**config.mk**
```make
export PLATFORM = sky130hd
export DESIGN_NAME = load_unit
export DESIGN_NICKNAME = d
export VERILOG_FILES = /design/src/rtl/load_pkg.sv /design/src/rtl/load_extract.sv /design/src/rtl/load_unit.sv
export SDC_FILE = /design/constraint.sdc
export NUM_CORES = 1
export LEC_CHECK = 0
export ABC_AREA = 1
export BUFFER_PORTS_ARGS = -buffer_cell sky130_fd_sc_hd__buf_2
export CAP_MARGIN = 20
export CORE_ASPECT_RATIO = 1.1
export CORE_UTILIZATION = 44
export CTS_CLUSTER_SIZE = 28
export DETAILED_ROUTE_END_ITERATION = 10
export HOLD_SLACK_MARGIN = 0.06
export PLACE_DENSITY_LB_ADDON = 0.25
export SYNTH_ARGS = -nofsm -noshare
export SYNTH_HDL_FRONTEND = slang
export SYNTH_SLANG_ARGS = --single-unit
export TNS_END_PERCENT = 10
```
**constraint.sdc**
```tcl
create_clock -name CLK -period 1.4 [get_ports CLK]
set_input_delay 0.35 -clock CLK [delete_from_list [all_inputs] [get_ports CLK]]
set_output_delay 0.35 -clock CLK [all_outputs]
set_load 0.01 [all_outputs]
```
**src/rtl/load_pkg.sv**
```systemverilog
// ============================================================================
// load_pkg: size encodings, FSM state type and defaults for load_unit.
// Revision: 1.0
// ============================================================================
`default_nettype none

package load_pkg;

  localparam logic [1:0] SZ_BYTE = 2'b00;
  localparam logic [1:0] SZ_HALF = 2'b01;
  localparam logic [1:0] SZ_WORD = 2'b10;

  localparam int TIMEOUT_DEFAULT = 16;

  typedef enum logic [1:0] {
    IDLE = 2'd0,
    REQ  = 2'd1,
    FIN  = 2'd2
  } state_e;

  // Size 2'b11 behaves as a word, so any size with bit 1 set needs word alignment.
  function automatic logic is_misaligned(input logic [1:0] size, input logic [1:0] lo);
    logic mis;
    mis = 1'b0;
    if (size == SZ_HALF) begin
      mis = lo[0];
    end else if (size[1]) begin
      mis = (lo != 2'b00);
    end
    return mis;
  endfunction

endpackage

`default_nettype wire

```
**src/rtl/load_extract.sv**
```systemverilog
// ============================================================================
// load_extract: little-endian byte/half/word lane select with zero/sign extend.
// Revision: 1.0
// ============================================================================
`default_nettype none

module load_extract
  import load_pkg::*;
(
  input  logic [31:0] data_i,
  input  logic [1:0]  addr_lo_i,
  input  logic [1:0]  size_i,
  input  logic        signed_i,
  output logic [31:0] result_o
);

  logic [7:0]  byte_v;
  logic [15:0] half_v;

  always_comb begin
    case (addr_lo_i)
      2'd0:    byte_v = data_i[7:0];
      2'd1:    byte_v = data_i[15:8];
      2'd2:    byte_v = data_i[23:16];
      default: byte_v = data_i[31:24];
    endcase
  end

  // Halfword lane comes from Addr[1] only; Addr[0] is ignored here.
  assign half_v = addr_lo_i[1] ? data_i[31:16] : data_i[15:0];

  always_comb begin
    result_o = data_i;
    case (size_i)
      SZ_BYTE: result_o = {{24{signed_i & byte_v[7]}}, byte_v};
      SZ_HALF: result_o = {{16{signed_i & half_v[15]}}, half_v};
      default: result_o = data_i;
    endcase
  end

endmodule

`default_nettype wire

```
**src/rtl/load_unit.sv**
```systemverilog
// ============================================================================
// load_unit: multi-cycle load controller (word read over req/ack, extract, extend).
// Option: define LOAD_MISALIGN_CHECK_EN to abort misaligned half/word loads.
// Revision: 1.0
// ============================================================================
`default_nettype none

module load_unit
  import load_pkg::*;
#(
  parameter int TIMEOUT = TIMEOUT_DEFAULT
) (
  input  logic        CLK,
  input  logic        Reset,
  input  logic        Start,
  input  logic [31:0] Addr,
  input  logic [1:0]  Size,
  input  logic        Signed,
  output logic        Busy,
  output logic        Done,
  output logic [31:0] Dout,
  output logic        Err,
  output logic        mem_req,
  output logic [31:0] mem_addr,
  input  logic [31:0] mem_rdata,
  input  logic        mem_ack
);

  localparam int            CW       = $clog2(TIMEOUT + 1);
  localparam logic [CW-1:0] CNT_LAST = CW'(TIMEOUT - 1);

  state_e        state_q, state_d;
  logic [CW-1:0] cnt_q, cnt_d;
  logic [31:0]   mem_addr_q, mem_addr_d;
  logic [1:0]    lo_q, lo_d;
  logic [1:0]    size_q, size_d;
  logic          signed_q, signed_d;
  logic [31:0]   dout_q, dout_d;
  logic          err_q, err_d;

  logic [31:0]   ext_data;
  logic          start_misaligned;

  load_extract u_extract (
    .data_i    (mem_rdata),
    .addr_lo_i (lo_q),
    .size_i    (size_q),
    .signed_i  (signed_q),
    .result_o  (ext_data)
  );

`ifdef LOAD_MISALIGN_CHECK_EN
  assign start_misaligned = is_misaligned(Size, Addr[1:0]);
`else
  assign start_misaligned = 1'b0;
`endif

  always_comb begin
    state_d    = state_q;
    cnt_d      = cnt_q;
    mem_addr_d = mem_addr_q;
    lo_d       = lo_q;
    size_d     = size_q;
    signed_d   = signed_q;
    dout_d     = dout_q;
    err_d      = err_q;
    case (state_q)
      IDLE: begin
        if (Start) begin
          mem_addr_d = {Addr[31:2], 2'b00};
          lo_d       = Addr[1:0];
          size_d     = Size;
          signed_d   = Signed;
          cnt_d      = '0;
          if (start_misaligned) begin
            dout_d  = 32'h0;
            err_d   = 1'b1;
            state_d = FIN;
          end else begin
            state_d = REQ;
          end
        end
      end
      REQ: begin
        cnt_d = cnt_q + CW'(1);
        // Ack is checked first so it wins over a coincident timeout.
        if (mem_ack) begin
          dout_d  = ext_data;
          err_d   = 1'b0;
          state_d = FIN;
        end else if (cnt_q == CNT_LAST) begin
          dout_d  = 32'h0;
          err_d   = 1'b1;
          state_d = FIN;
        end
      end
      FIN: begin
        state_d = IDLE;
      end
      default: begin
        state_d = IDLE;
      end
    endcase
  end

  always_ff @(posedge CLK) begin
    if (Reset) begin
      state_q    <= IDLE;
      cnt_q      <= '0;
      mem_addr_q <= 32'h0;
      lo_q       <= 2'b00;
      size_q     <= SZ_BYTE;
      signed_q   <= 1'b0;
      dout_q     <= 32'h0;
      err_q      <= 1'b0;
    end else begin
      state_q    <= state_d;
      cnt_q      <= cnt_d;
      mem_addr_q <= mem_addr_d;
      lo_q       <= lo_d;
      size_q     <= size_d;
      signed_q   <= signed_d;
      dout_q     <= dout_d;
      err_q      <= err_d;
    end
  end

  assign Busy     = (state_q != IDLE);
  assign Done     = (state_q == FIN);
  assign mem_req  = (state_q == REQ);
  assign Dout     = dout_q;
  assign Err      = err_q;
  assign mem_addr = mem_addr_q;

endmodule

`default_nettype wire

```
==> Word level (Yosys, flattened, before mapping) <==
Cells that the tools add are included.
{ "op_classes": {"n_reduce_logical": 10, "n_bitwise": 2, "addsub": 1, "muxes": 13, "n_eq_ne": 8} }
{ "op_table": {"columns": ["operator", "n"], "rows": [
  ["32-bit 2-to-1 mux", 2],
  ["32-bit one-hot mux with 2 select lines", 1],
  ["8-bit one-hot mux with 3 select lines", 1],
  ["16-bit 2-to-1 mux", 1],
  ["5-bit one-hot mux with 2 select lines", 1],
  ["2-bit AND reduction", 4],
  ["2-bit by 1-bit equality test with 1-bit output (second input constant)", 3],
  ["2-bit logical NOT", 3],
  ["2-bit 2-to-1 mux", 3],
  ["2-bit nonzero test", 3],
  ["5-bit by 1-bit adder with 5-bit output (second input constant)", 1],
  ["5-bit by 4-bit equality test with 1-bit output (second input constant)", 1],
  ["5-bit 2-to-1 mux", 1],
  ["2-bit equality test (second input constant)", 2],
  ["2-bit one-hot mux with 2 select lines", 1],
  ["3-bit by 1-bit != test with 1-bit output (second input constant)", 1],
  ["1-bit bitwise AND", 2],
  ["1-bit 2-to-1 mux", 2],
  ["2-bit != test (second input constant)", 1]
]} }
{ "word_totals": {"register_bits": 75, "inputBits": 71, "wordCells": 42, "output_inout_bits": 68} }

==> Depth between registers and ports, before layout <==
Gate-level depths: netlist of run 1.
{ "depth": {"ltp_word": 5, "mapped_depth": 10, "ltp_nobuf": 9} }

==> Cells and area by module <==
From an unflattened synthesis of run 1, not the netlist that was laid out.
{ "unflattened": {"cells_unflattened": 509, "area_unflattened_um2": 3607.2} }
{ "by_module_without_submodules": {"columns": ["module", "instances", "seq_area_each_um2", "cells_each", "area_each_um2"], "rows": [
  ["load_unit", 1, 1501.4, 353, 2874.0],
  ["load_extract", 1, 0.0, 156, 733.2]
]} }

==> Least setup slack after synthesis of run 1 <==
No wires, ideal clock.
{ "synth_path": {"path_type": "reg2reg", "start": "register cnt_q[0]", "end": "register dout_q[31], in the netlist Dout[31]", "stages_incl_launch_ff": 11, "period_less_slack_ps": 1539, "slack_ps": -139, "arrival_ps": 1407, "path_buffers": 1, "setup_time_ps": 132, "required_time_ps": 1268, "cell_sequence": "dfxtp_1 > ha_1 > inv_1 > nor3_1 > ha_1 > inv_1 > a21oi_1 > inv_2 > buf_2 > nand2_1 > a21oi_2"} }
{ "synth_between": {"elab_chain_cells": 3} }
{ "synth_rtl": {"columns": ["item", "line", "text"], "rows": [
  ["start, declared", "load_unit.sv:33", "logic [CW-1:0] cnt_q, cnt_d;"],
  ["start signal, assigned", "load_unit.sv:118", "cnt_q <= cnt_d;"],
  ["5-bit by 4-bit equality test with 1-bit output", "load_unit.sv:91", "end else if (cnt_q == CNT_LAST) begin"],
  ["2-bit nonzero test (no source line)", null, null],
  ["2-bit AND reduction (no source line)", null, null],
  ["end signal, assigned", "load_unit.sv:123", "dout_q <= dout_d;"],
  ["end, declared", "load_unit.sv:38", "logic [31:0] dout_q, dout_d;"]
]} }
Every way passes these cells.
A chain may end at the register's enable or synchronous reset.

==> Final worst setup path of run 1 <==
{ "layout_path": {"start": "register cnt_q[1]", "end": "register dout_q[30], in the netlist Dout[30]"} }
Same word-level chain as after synthesis.

==> flow_metrics.py, run 1 <==
metrics = {
    "critical_path": {
        "crit_type": "flip-flop to flip-flop",
        "crit_end": "Dout[30]",
        "r2r_slack_ns": -0.1,
        "setup.worst_path.end_class": "flip-flop",
        "crit_path_start_kind": "flip-flop",
        "r2r_cells": 10,
        "required_ns": 1.61,
        "crit_path_max_fanout": 17,
        "worstPathArrival_ns": 1.70,
        "worstSetupStartpoint": "cnt_q[1]",
        "reg2reg_to": "Dout[30]",
        "r2r-start": "cnt_q[1]",
    },
    "synthesis": {
        "ys.flop_type": "dfxtp_1",
        "netlist_area_um2": 3588,
        "ys_warn_count": 0,
        "synth_edf_count": 0,
        "synth_area_per_cell_um2": 7.323,
        "synth_seq_cells": 75,
        "ys_seq_area_frac": 0.4184,
        "yosysUniqueCellTypes": 33,
        "async_reset_ff_frac": 0,
        "syn_inst": 490,
    },
    "detailed_routing": {
        "met3_length_um": 661,
        "drtIter0Drc": 125,
        "met2_length_um": 4337,
        "viasPerCell": 4.904,
        "drc": 0,
        "highest_layer": "met4",
        "via_count": 3673,
        "routedWlPerCell_um": 12.58,
        "drtAntennaViolNets": 0,
        "firstDrtPassIters": 4,
        "wirelength_um": 9423,
        "drt-met1-wl_um": 4200,
    },
    "finish": {
        "area_delta_synth_final_pct": 32.32,
        "seq_area_um2": 1506,
        "multi_input_area_um2": 1828,
        "nFillCells": 791,
        "fin_util": 0.6001,
        "final_cell_mix": "buf_2 (136), nor2_1 (108), nand2_1 (83)",
        "fin_nets": 710,
        "fin_cells": 749,
        "layout-drive-gt1-share": 0.3978,
        "diodes": 0,
        "final_common_cell": "buf_2",
    },
    "clocking": {
        "cts.sinks": 75,
        "cts_hold_buf": 0,
        "clkTransAtPathRegs_ns": 0.08,
        "clk_latency_ns": 0.35,
        "h-tree-depth": 3,
        "cts_buffer_depth": 2,
        "clockRootBuffer": "clkbuf_8",
        "cts_tree": "yes",
        "cts_buffers": 9,
    },
    "die": {
        "die_x_um": 88.11,
        "ios": 139,
        "die_area_um2": 8521,
        "fp-row-count": 34,
        "core-area_um2": 7913,
        "start_util": 0.4535,
        "die_h_um": 96.72,
    },
    "worst_hold_path": {
        "hp-class": "input pin to flip-flop",
    },
    "power_and_ir_drop": {
        "ir_worst_vdd_mv": 0.5952,
        "p_leak_nw": 2.269,
        "report.power.total_w": 0.004930,
        "powerDensity_nw_per_um2": 1038,
    },
    "timing": {
        "fmax_ghz": 0.6679,
        "setup_slack_ns": -0.09720,
        "min_period_ns": 1.497,
        "setup_viol": 35,
        "hold_violations": 0,
        "fin_skew_ns": 0.01216,
        "finalMaxSlewViolations": 0,
        "rsz0062_at_grt": "yes",
        "finalCritPeriodShare": 1.069,
    },
    "job": {
        "cap_violations": 0,
    },
    "global_routing": {
        "grt_pass1_wl_um": 15640,
        "antenna_found_initial": 0,
        "overflow": 0,
        "grt_pass1_vias": 3516,
        "track_usage": 0.2313,
        "grt_max_degree": 39,
    },
    "placed_design": {
        "gp_congestion": 0.8804,
        "place_hpwl_um": 6786,
        "dp.cells": 732,
        "port_buffers": 136,
    },
    "run_status": {
        "violations": "setup timing",
        "status": "finished with violations",
    },
}
what timing repair did:
action	CTS	global route
gates cloned	1	0
endpoints found under the hold margin	0	0
pin swaps	1	2
setup endpoints to repair	35	44
setup buffers	1	0
resized for setup	10	11
logic make-up (layout without fill, tap and decap cells):
family | count (synthesis) | after routing | share of synthesized area
other | 1 | 2 | 0.001045
adder cells (fa/ha/maj) | 2 | 2 | 0.006972
flip-flops | 75 | 75 | 0.4184
buffers and inverters | 61 | 211 | 0.08961
AND/OR/NAND/NOR | 236 | 236 | 0.2877
AO/OA/AOI/OAI | 115 | 115 | 0.1963
cell type report:
type / count / area share
clock buffer: 11 / 0.03188
clock inverter: 4 / 0.005534
inverter: 30 / 0.02688
multi-input combinational: 355 / 0.3850
sequential: 75 / 0.3173
tap: 108 / 0.02846
timing repair buffer: 165 / 0.2032
timing repair inverter: 1 / 0.001845
power by group:
part / leakage, nW / switching, W / internal [W]
logic: 1.56 / 0.000618 / 0.000448
registers: 0.616 / 0.0000796 / 0.00226
clock network: 0.0912 / 0.000793 / 0.000728
worst max-delay path: stages (launching register included):
cell and delay [ns]:
dfxtp_2 0.36, ha_4 0.13, inv_1 0.05, nor3_2 0.11
ha_2 0.19, inv_2 0.05, a21oi_4 0.14, buf_12 0.14
inv_8 0.06, nand2_2 0.07, a21oi_2 0.06
routing by layer:
metal / vias up / track usage
li1: 1857 / -
met2: 132 / 0.3733
met1: 1665 / 0.2963
met3: 19 / 0.05205
met4: 0 / 0.09057
met5: - / 0
how the worst min path moves through the flow:
stage,end,depth (start not counted),start
after floorplan,cnt_q[4],2,cnt_q[4]
final,mem_addr[17],3,Addr[17]
after CTS,mem_addr[22],3,Addr[22]
after global routing,mem_addr[8],3,Addr[8]
after global placement,Dout[18],2,Dout[18]
after detailed placement,Dout[17],2,Dout[17]
flip-flops by register name, summed over array words and instances, names as in the netlist:
signal / flops
state_q: 2
size_q: 2
cnt_q: 5
mem_addr: 30
Err: 1
Dout: 32
lo_q: 2
signed_q: 1
stage by stage:
step | setup WS [ns] | hold slack, ns | setup TNS [ns] | instance area (µm²)
after floorplan | -0.01097 | 0.4407 | -0.06454 | 3640
after global placement | -0.2326 | 0.4492 | -6.916 | 4493
after detailed placement | -0.3201 | 0.4546 | -8.857 | 4493
after CTS | -0.1152 | 0.2158 | -3.342 | 4725
after global routing | -0.1724 | 0.2220 | -5.324 | 4748
final | -0.09720 | 0.2276 | -2.622 | 4748
synth_stat cells, types with 2 or more instances:
master	instances	area [µm²]
nand2_2	13	81.33
ha_1	2	25.02
o21ai_1	7	35.03
nor2_1	108	405.4
nor2_4	4	45.04
a21oi_2	24	210.2
or2_2	2	12.51
inv_4	2	12.51
nor2_2	2	12.51
nand3_1	10	50.05
o211ai_1	2	15.01
a21oi_1	32	160.2
clkbuf_1	12	45.04
nand3_4	2	35.03
inv_1	24	90.09
buf_4	2	15.01
inv_2	4	15.01
o21ai_0	43	215.2
buf_2	9	45.04
dfxtp_1	75	1501
nand2_1	90	337.8
o221ai_1	4	35.03
buf_6	7	78.83
(Power assumes the default switching activity.)
==> inputs of run 2 (changes only) <==
--- a/config.mk
+++ b/config.mk
@@ -9,7 +9,8 @@
 export BUFFER_PORTS_ARGS = -buffer_cell sky130_fd_sc_hd__buf_2
 export CAP_MARGIN = 20
 export CORE_ASPECT_RATIO = 1.1
-export CORE_UTILIZATION = 44
+export CORE_UTILIZATION = 45
+export CTS_BUF_LIST = sky130_fd_sc_hd__clkbuf_16
 export CTS_CLUSTER_SIZE = 28
 export DETAILED_ROUTE_END_ITERATION = 10
 export HOLD_SLACK_MARGIN = 0.06
==> constraint.sdc (replaced) <==
create_clock -name CLK -period 1.6 [get_ports CLK]
set_input_delay 0.4 -clock CLK [delete_from_list [all_inputs] [get_ports CLK]]
set_output_delay 0.4 -clock CLK [all_outputs]
set_load 0.01 [all_outputs]
==> flow_metrics.py, run 2 (same netlist as run 1, synthesis figures left out) <==
metrics = {
    "run_status": {
        "status": "completed",
    },
    "timing": {
        "rsz0062_at_grt": "yes",
        "hold_violations": 0,
        "fmax_ghz": 0.6531,
        "min_period_ns": 1.531,
        "finalCritPeriodShare": 0.9569,
        "slew_headroom": 0.5905,
        "finalMaxSlewViolations": 0,
        "fin_skew_ns": 0.009148,
        "worst_pin_slew_ns": 0.6134,
        "setup_viol": 0,
    },
    "clocking": {
        "cts_buffers": 9,
        "clk_latency_ns": 0.33,
        "cts_hold_buf": 0,
        "clkTransAtPathRegs_ns": 0.06,
        "cts_buffer_depth": 2,
        "h-tree-depth": 3,
        "cts.sinks": 75,
        "cts_tree": "yes",
        "clockRootBuffer": "clkbuf_16",
    },
    "critical_path": {
        "required_ns": 1.80,
        "crit_path_start_kind": "flip-flop",
        "setup.worst_path.end_class": "flip-flop",
        "worstSetupStartpoint": "cnt_q[1]",
        "crit_path_max_fanout": 15,
        "worstPathArrival_ns": 1.73,
        "r2r-start": "cnt_q[1]",
        "crit_type": "flip-flop to flip-flop",
    },
    "worst_hold_path": {
        "hp-class": "input pin to flip-flop",
        "hp-start": "Addr[22]",
    },
    "detailed_routing": {
        "firstDrtPassIters": 4,
        "via_count": 3671,
        "drtIter0Drc": 186,
        "routedWlPerCell_um": 13.07,
        "drc": 0,
        "wirelength_um": 9670,
        "drtAntennaViolNets": 0,
        "viasPerCell": 4.961,
    },
    "finish": {
        "final_cell_mix": "buf_2 (136), nor2_1 (108), nand2_1 (89)",
        "area_delta_synth_final_pct": 34.69,
        "diodes": 0,
        "fin_nets": 704,
        "nFillCells": 724,
        "final_common_cell": "buf_2",
        "layout-drive-gt1-share": 0.3843,
        "largest_register_ff_count": 32,
        "fin_util": 0.6362,
    },
    "die": {
        "fp-row-count": 33,
        "core-area_um2": 7597,
        "die_area_um2": 8336,
        "die_h_um": 95.66,
        "ios": 139,
        "die_x_um": 87.15,
        "start_util": 0.4723,
    },
    "global_routing": {
        "antenna_found_initial": 0,
        "grt_max_degree": 39,
        "track_usage": 0.2289,
        "grt_pass1_vias": 3388,
        "overflow": 0,
        "grt_pass1_wl_um": 14860,
    },
    "placed_design": {
        "place_hpwl_um": 6727,
        "port_buffers": 136,
        "gp_congestion": 0.8945,
    },
    "power_and_ir_drop": {
        "ir_worst_vdd_mv": 0.7192,
        "p_leak_nw": 2.312,
        "report.power.total_w": 0.005241,
        "powerDensity_nw_per_um2": 1084,
    },
    "job": {
        "cap_violations": 0,
    },
}
-- run 2: per-stage QoR --
stage | cell area (µm²) | setup TNS (ns) | worst slack, ns | hold slack, ns | cells
4_1_cts | 4745 | 0 | 0.02068 | 0.2843 | 736
5_1_grt | 4833 | -0.2697 | -0.03169 | 0.2996 | 740
2_1_floorplan | 3592 | 0 | 0.06060 | 0.4407 | 491
3_3_place_gp | 4400 | 0 | 0.01024 | 0.4487 | 721
6_report | 4833 | 0 | 0.06894 | 0.2878 | 740
3_5_place_dp | 4400 | -0.06402 | -0.01545 | 0.4506 | 721
-- run 2: path summary, 6_finish.rpt --
check	end	slack, ns	cells after the start
min reg2reg	Dout[13]	0.46	2
min	mem_addr[22]	0.29	3
max reg2reg	Dout[27]	0.07	10
max	Dout[27]	0.07	10
-- run 2: layout make-up --
class	count	area (µm²)	area share
multi-input combinational	355	1803	0.3730
sequential	75	1506	0.3117
timing repair buffer	160	932.1	0.1929
clock buffer	9	225.2	0.04660
tap	105	131.4	0.02718
inverter	30	120.1	0.02485
clock inverter	6	115.1	0.02382
-- run 2: repair_timing --
item,in CTS,in global routing
pin swaps,0,1
gates resized for setup,1,13
endpoints found under the setup margin,23,33
cloned,0,2
setup buffers,0,2
hold endpoints to repair,0,0
-- run 2: power breakdown --
group | total, W | switching (W) | internal, W
clock network | 0.00229 | 0.000775 | 0.00152
logic | 0.000889 | 0.000528 | 0.000362
registers | 0.00206 | 0.0000749 | 0.00198
total | 0.00524 | 0.00138 | 0.00386
-- run 2: per-layer routing --
layer	share of wire	GRT usage	up-vias
li1	-	-	1847
met1	0.43	0.2647	1665
met2	0.48	0.4068	141
met3	0.075	0.05195	18
met4	0.019	0.09426	0
met5	0	0	-
-- run 2: critical path, cell delays in order (launching register included) --
cell,delay [ns]
dfxtp_2,0.35
ha_4,0.14
inv_2,0.04
nor3_2,0.10
ha_2,0.19
inv_2,0.05
a21oi_4,0.15
inv_4,0.09
buf_12,0.16
nand2_1,0.08
a21oi_2,0.06
